--- src/rtl/fetch_unit.sv ---
// Instruction fetch controller: PC sequencing, prefetch FIFO, redirect flush.
// Optional perf counters when FETCH_PERF_EN is defined.
module fetch_unit #(
  parameter logic [31:0] RESET_PC   = 32'h0000_0000,
  parameter int unsigned IMEM_BYTES = 32,
  parameter int unsigned FIFO_DEPTH = 4
) (
  input  logic        clk,
  input  logic        reset,
  output logic        imem_req,
  output logic [31:0] imem_addr,
  input  logic [31:0] imem_rdata,
  input  logic        redirect_valid,
  input  logic [31:0] redirect_pc,
  output logic        instr_valid,
  output logic [31:0] instr,
  output logic [31:0] instr_pc,
  input  logic        instr_ready,
  output logic        fetch_done
`ifdef FETCH_PERF_EN
  ,
  output logic [31:0] perf_fetched,
  output logic [31:0] perf_stall,
  output logic [31:0] perf_flush
`endif
);

  localparam int AW = $clog2(FIFO_DEPTH);
  localparam int CW = AW + 1;
  localparam logic [32:0] LIMIT = 33'(IMEM_BYTES);
  localparam logic [CW-1:0] DEPTH = CW'(FIFO_DEPTH);

  typedef enum logic [1:0] {
    FETCH,
    DRAIN,
    DONE
  } state_t;

  state_t        state_q, state_d;
  logic [31:0]   pc_q, pc_d;
  logic          infl_q, infl_d;
  logic [31:0]   infl_pc_q, infl_pc_d;
  logic [CW-1:0] cnt_q, cnt_d;
  logic [AW-1:0] wp_q, wp_d;
  logic [AW-1:0] rp_q, rp_d;

  logic [31:0]   word_q [FIFO_DEPTH];
  logic [31:0]   wpc_q  [FIFO_DEPTH];

  logic          issue, push, pop;
  logic [31:0]   tgt;
  logic [CW-1:0] occ;
  logic [32:0]   nxt_issue, nxt_tgt;

  assign tgt       = redirect_pc & ~32'h3;
  assign nxt_issue = {1'b0, pc_q} + 33'd4;
  assign nxt_tgt   = {1'b0, tgt} + 33'd4;
  assign occ       = cnt_q + CW'(infl_q);

  assign issue = !reset && (state_q == FETCH)
              && !redirect_valid && (occ < DEPTH);
  assign push  = infl_q && !redirect_valid;
  assign pop   = instr_valid && instr_ready;

  assign imem_req    = issue;
  assign imem_addr   = pc_q;
  assign instr_valid = (cnt_q != '0);
  assign instr       = instr_valid ? word_q[rp_q] : 32'h0;
  assign instr_pc    = instr_valid ? wpc_q[rp_q] : 32'h0;
  assign fetch_done  = (state_q == DONE);

  always_comb begin
    state_d   = state_q;
    pc_d      = pc_q;
    infl_d    = infl_q;
    infl_pc_d = infl_pc_q;
    cnt_d     = cnt_q;
    wp_d      = wp_q;
    rp_d      = rp_q;
    if (redirect_valid) begin
      pc_d    = tgt;
      infl_d  = 1'b0;
      cnt_d   = '0;
      wp_d    = '0;
      rp_d    = '0;
      state_d = (nxt_tgt <= LIMIT) ? FETCH : DRAIN;
    end else begin
      infl_d = issue;
      if (issue) begin
        infl_pc_d = pc_q;
        pc_d      = pc_q + 32'd4;
      end
      wp_d  = wp_q + AW'(push);
      rp_d  = rp_q + AW'(pop);
      cnt_d = cnt_q + CW'(push) - CW'(pop);
      // DRAIN looks at next-cycle occupancy so done rises right after last pop
      case (state_q)
        FETCH:
          if (issue && nxt_issue >= LIMIT)
            state_d = DRAIN;
        DRAIN:
          if (cnt_d == '0 && !infl_d)
            state_d = DONE;
        DONE:    state_d = DONE;
        default: state_d = FETCH;
      endcase
    end
  end

  always_ff @(posedge clk or posedge reset) begin
    if (reset) begin
      state_q   <= FETCH;
      pc_q      <= RESET_PC;
      infl_q    <= 1'b0;
      infl_pc_q <= 32'h0;
      cnt_q     <= '0;
      wp_q      <= '0;
      rp_q      <= '0;
    end else begin
      state_q   <= state_d;
      pc_q      <= pc_d;
      infl_q    <= infl_d;
      infl_pc_q <= infl_pc_d;
      cnt_q     <= cnt_d;
      wp_q      <= wp_d;
      rp_q      <= rp_d;
    end
  end

  always_ff @(posedge clk) begin
    if (push) begin
      word_q[wp_q] <= imem_rdata;
      wpc_q[wp_q]  <= infl_pc_q;
    end
  end

`ifdef FETCH_PERF_EN
  always_ff @(posedge clk or posedge reset) begin
    if (reset) begin
      perf_fetched <= 32'h0;
      perf_stall   <= 32'h0;
      perf_flush   <= 32'h0;
    end else begin
      if (push)
        perf_fetched <= perf_fetched + 32'd1;
      if (instr_valid && !instr_ready)
        perf_stall <= perf_stall + 32'd1;
      if (redirect_valid)
        perf_flush <= perf_flush + 32'd1;
    end
  end
`endif

endmodule

--- config.mk ---
export PLATFORM = sky130hd
export DESIGN_NAME = fetch_unit
export DESIGN_NICKNAME = d
export VERILOG_FILES = /design/src/rtl/fetch_unit.sv
export SDC_FILE = /design/constraint.sdc
export NUM_CORES = 1
export LEC_CHECK = 0
export CAP_MARGIN = 20
export CORE_MARGIN = 3
export CORE_UTILIZATION = 51
export DETAILED_ROUTE_END_ITERATION = 12
export GPL_ROUTABILITY_DRIVEN = 0
export MAX_ROUTING_LAYER = met4
export PLACE_DENSITY = 0.83
export SLEW_MARGIN = 20
export SYNTH_ARGS = -nofsm -noshare
export SYNTH_HDL_FRONTEND = slang
export SYNTH_SLANG_ARGS = --single-unit
--- constraint.sdc ---
create_clock -name clk -period 5.9 [get_ports clk]
set_input_delay 1.475 -clock clk [delete_from_list [all_inputs] [get_ports clk]]
set_output_delay 1.475 -clock clk [all_outputs]
set_load 0.01 [all_outputs]
Word-level counts from Yosys, hierarchy flattened
Memories as Yosys holds them, arrays and structs flattened.
Index checks and enable logic that the tools add are counted.
- add/sub/neg operators: 8
- $lt $le $gt $ge: 3
- equal/unequal tests: 4
- muxes and demuxes: 15
- bitwise operators: 1
- reduce and logical (&&, ||, !) cells: 16
- operator list (operator ; count):
    2-to-1 mux 32 bit ; 4
    adder 32 x 3 -> 33 bit, second input constant ; 2
    >= comparator 33 x 6 -> 1 bit, second input constant ; 1
    <= comparator 33 x 6 -> 1 bit, second input constant ; 1
    adder 32 x 3 -> 32 bit, second input constant ; 1
    2-to-1 mux 2 bit ; 5
    logical AND 1 bit ; 7
    adder 3 x 1 -> 3 bit ; 2
    one-hot mux 2 bit (3 select lines) ; 1
    adder 2 x 1 -> 2 bit ; 2
    2-to-1 mux 1 bit ; 4
    AND reduction 2 bit ; 2
    zero test 1 bit ; 3
    zero test 3 bit ; 1
    less-than comparator 3 bit, second input constant ; 1
    2-to-1 mux 3 bit ; 1
    != test 3 x 2 -> 1 bit, second input constant ; 1
    != test 3 bit, second input constant ; 1
    nonzero test 3 bit ; 1
    subtractor 3 x 1 -> 3 bit ; 1
    == test 2 x 1 -> 1 bit, second input constant ; 1
    == test 2 bit, second input constant ; 1
    zero test 2 bit ; 1
    nonzero test 2 bit ; 1
    NOT 1 bit ; 1
- register bits after elaboration: 74
- RAM bits: 256
- input port bits: 68
- output and inout bits: 99
- logic and storage cells: 56
- memories kept: 2
- memory list (name ; depth ; bits a word ; read ports ; clocked after memory_dff ; write ports ; line ; text):
    word_q ; 4 ; 32 ; 1 ; 0 ; 1 ; 47 ; logic [31:0] word_q [FIFO_DEPTH];
    wpc_q ; 4 ; 32 ; 1 ; 0 ; 1 ; 48 ; logic [31:0] wpc_q [FIFO_DEPTH];

Depth between registers and ports, before layout
- depth after elaboration: 9
- gate-level depth with buffers: 13
- depth with buffers taken out: 12

Worst setup path before layout
Ideal clock, no wire load.
- kind: input to register
- start: in redirect_valid
- end: mem word_q[2][0], enable pin
- setup time: 571 ps
- arrival time: 6374 ps
- required time: 5329 ps
- path slack: -1045 ps
- stages: 3
- buffers on the path: 1
- path through: buf_4 nand2b_1 nor3b_1
- word-level cells in the longest chain between the ends: 4
- ends and longest elaborated chain (what ; line ; text):
    start, declared ; 13 ; input logic redirect_valid,
    zero test 1 bit ; 62 ; assign push = infl_q && !redirect_valid;
    logical AND 1 bit ; 62 ;
    2-to-1 mux 1 bit ; 131 ; if (push) begin
    2-to-1 mux 1 bit (not written as such) ; 132 ; word_q[wp_q] <= imem_rdata;
    end, declared ; 47 ;
No other way between the ends.

Worst setup path in the final report
- start: in redirect_valid
- end: out imem_req
- word-level cells in the longest chain between the ends: 3
- ends and longest elaborated chain (what ; line ; text):
    zero test 1 bit ; 61 ; && !redirect_valid && (occ < DEPTH);
    logical AND 1 bit (2 in a row) ; 61 ;
    end, declared ; 10 ; output logic imem_req,
No other way between the ends.

==> reports/qor.yml <==
status:
  outcome: "finished clean"
drt:
  vias: 8745
  firstDrtPassIters: 6
  routedWlPerCell_um: 21.0
  first_iter_violations: 963
  vias_per_cell: 6.02
  drt-total-wl_um: 30500
  antenna_left: 0
  drc: 0
placement:
  dp_hpwl_um: 19100
  placedCellCount: 1394
  placed_area_um2: 15800
  io_buffers: 160
logic_synthesis:
  ys.flop_type: "edfxtp_1"
  synth_cell_types: 72
  synth.top_cell.area_share_pct: 53.6
  yosys.area_share.simple_pct: 13.4
  synthAdderAreaFrac_pct: 0.954
  synth_edf_count: 248
  synth_mux_area_share_pct: 10.4
  synth_top_area_cell: "edfxtp_1"
  synth_seq_cells: 318
  synth-compound-area-share_pct: 5.28
  syn-instance-count: 950
  ys_seq_area_share_pct: 66.2
  synth_area_leaders: "edfxtp_1 54%, dfrtp_1 13%, mux4_2 10%, nand2_1 3.3%, nor2b_1 3.1%"
  synth_most_common_cell: "edfxtp_1"
  yosysWarnings: 0
  synthXorXnorAreaFrac_pct: 1.07
  synthesis.area_um2: 13900
  async_flop_share_pct: 22.0
  synth_top_family_by_area: "simple AND/OR/NAND/NOR gates"
  syn_avg_cell_area_um2: 14.6
  synthTopCellsByCount: "248 x edfxtp_1, 124 x nand2_1, 70 x dfrtp_1"
cells_and_area:
  synthToLayoutAreaGrowth_pct: 20.6
  fin_area_um2: 16800
  n_antenna_cell: 0
  fillers: 1900
  nets: 1170
  stdcell_count: 1452
  utilization_pct: 63.4
  drive_gt1_share_pct: 13.2
grt:
  antenna_found_initial: 0
  grt_max_degree: 80
  grt_first_pass_wirelength_um: 48300
  grt_pass1_vias: 8734
  use_met2_pct: 34.0
  busiest_layer: "met2"
  grt.total_usage_pct: 21.6
  gr-usage-met3_pct: 3.26
  gr-total-overflow: 0
  grt_util_met1_pct: 30.3
clocking:
  cts_root_buf: "clkbuf_16"
  cts_tree: "built"
  cts-hold-fix-buffers: 0
  cts_inserted_buffers: 31
  insertion_delay_ns: 0.56
  ctsHtreeMaxLevel: 1
  cts.sinks: 318
  clk_path_buf_depth: 3
  cts.clk_slew.worst_paths_ns: 0.06
  post_cts_resized: 0
  post-cts-setup-buffer-count: 0
critical_path:
  startpoint_type: "input pin"
  arrival_ns: 3.35
  critPathBufInv: 3
  path_delay_family: "buffers and inverters"
  path_cells: "clkdlybuf4s50_1 > nor2b_1 > and2_1 > o21ai_4 > inv_1 > clkdlybuf4s50_1"
  end_kind: "output pin"
  slowest_stage: "clkdlybuf4s50_1"
  critPathRequiredTime_ns: 4.43
  crit_path_frequent_cell: "clkdlybuf4s50_1"
  critPathKind: "in2out"
  cpPeakStageDelay_ns: 0.60
  path_max_fanout: 8
floorplan:
  fp.dieW_um: 171
  num_rows: 59
  start_util_pct: 52.6
  ioPinCount: 167
  die_area_um2: 29300
  fp.coreArea_um2: 26400
  dieHeight_um: 171
timing:
  finalSetupViolations: 0
  timing_hold_violations_final: 0
  fin_crit_sh_pct: 81.8
  drv_slew: 0
  timing.fmax_mhz: 207
  rsz0062_at_grt: "no"
  tightestPinTransition_ns: 0.971
  tns_ns: 0
  min_period_ns: 4.83
  clock_skew_ns: 0.0207
  max_slew_margin_pct: 33.6
flow_run:
  cap_violations: 0
power_and_ir_drop:
  p_leak_nw: 5.70
  power_density_nw_per_um2: 394
  vdd_drop_max_v: 0.000260
  total_power_mw: 6.60
min_path:
  hp-class: "reg2reg"
-- state kept, by name, indices dropped and copies added, names as in the netlist, 2 cells and up --
name	cells
wpc_q	120
rp_q	2
imem_addr	30
infl_pc_q	30
cnt_q	3
state_q	2
wp_q	2
word_q	128
-- path summary, 6_finish.rpt --
path	start	end	slack, ns	depth (start not counted)
setup / recovery	redirect_valid	imem_req	1.07	6
hold / removal	infl_pc_q[11]	wpc_q[1][11]	0.51	0
setup reg to reg	cnt_q[0]	state_q[0]	2.13	13
hold reg to reg	infl_pc_q[11]	wpc_q[1][11]	0.51	0
max in group asynchronous	reset	rp_q[0]	3.64	3
min in group asynchronous	reset	infl_pc_q[30]	1.60	3
-- per-stage QoR --
stage	setup slack (ns)	hold slack, ns
after global placement	1.11	0.489
after floorplan	0.547	0.476
after detailed placement	1.04	0.505
final	1.07	0.512
after global routing	0.992	0.546
after CTS	1.09	0.513
-- power breakdown --
part	internal [mW]	switching, mW	leakage, nW	total (mW)
combinational	0.960	0.776	2.12	1.74
sequential	2.69	0.327	3.12	3.01
clock	1.05	0.803	0.465	1.85
-- layout make-up --
type                            count  area (um^2)  share of cell area, %
Clock inverter                     16          110                  0.657
Inverter                           18         67.6                  0.403
Tap cell                          335          419                   2.50
Sequential cell                   318         9200                   54.9
Clock buffer                       42          847                   5.05
Multi-Input combinational cell    551         4380                   26.2
Timing Repair Buffer              172         1730                   10.3
-- cell families (layout without fill, tap and decap cells) --
group,Yosys count,count (layout)
other,1,4
AND/OR/NAND/NOR,349,349
AO/OA/AOI/OAI,105,105
flip-flops,318,318
XOR/XNOR,17,17
buffers and inverters,84,248
multiplexers,66,66
adder cells (fa/ha/maj),10,10
-- cell usage in the layout (no fill, tap or decap), types with 17 or more instances in the layout --
cell type,synthesis,routed
nor3_1,20,18
dfrtp_1,70,68
mux4_2,62,62
o21ai_0,38,38
edfxtp_1,248,248
nor2b_1,69,69
nand3_1,21,21
nor2_1,25,23
nand4_1,21,21
inv_1,18,17
clkdlybuf4s50_1,0,160
nand2_1,124,124
clkbuf_16,0,31
-- per-layer routing --
layer,up-vias,part of all wire (%)
met5,-,0
met2,402,48
li1,3925,-
met4,0,2.0
met3,49,8.1
met1,4369,42
Power figures use the tool's default switching activity.
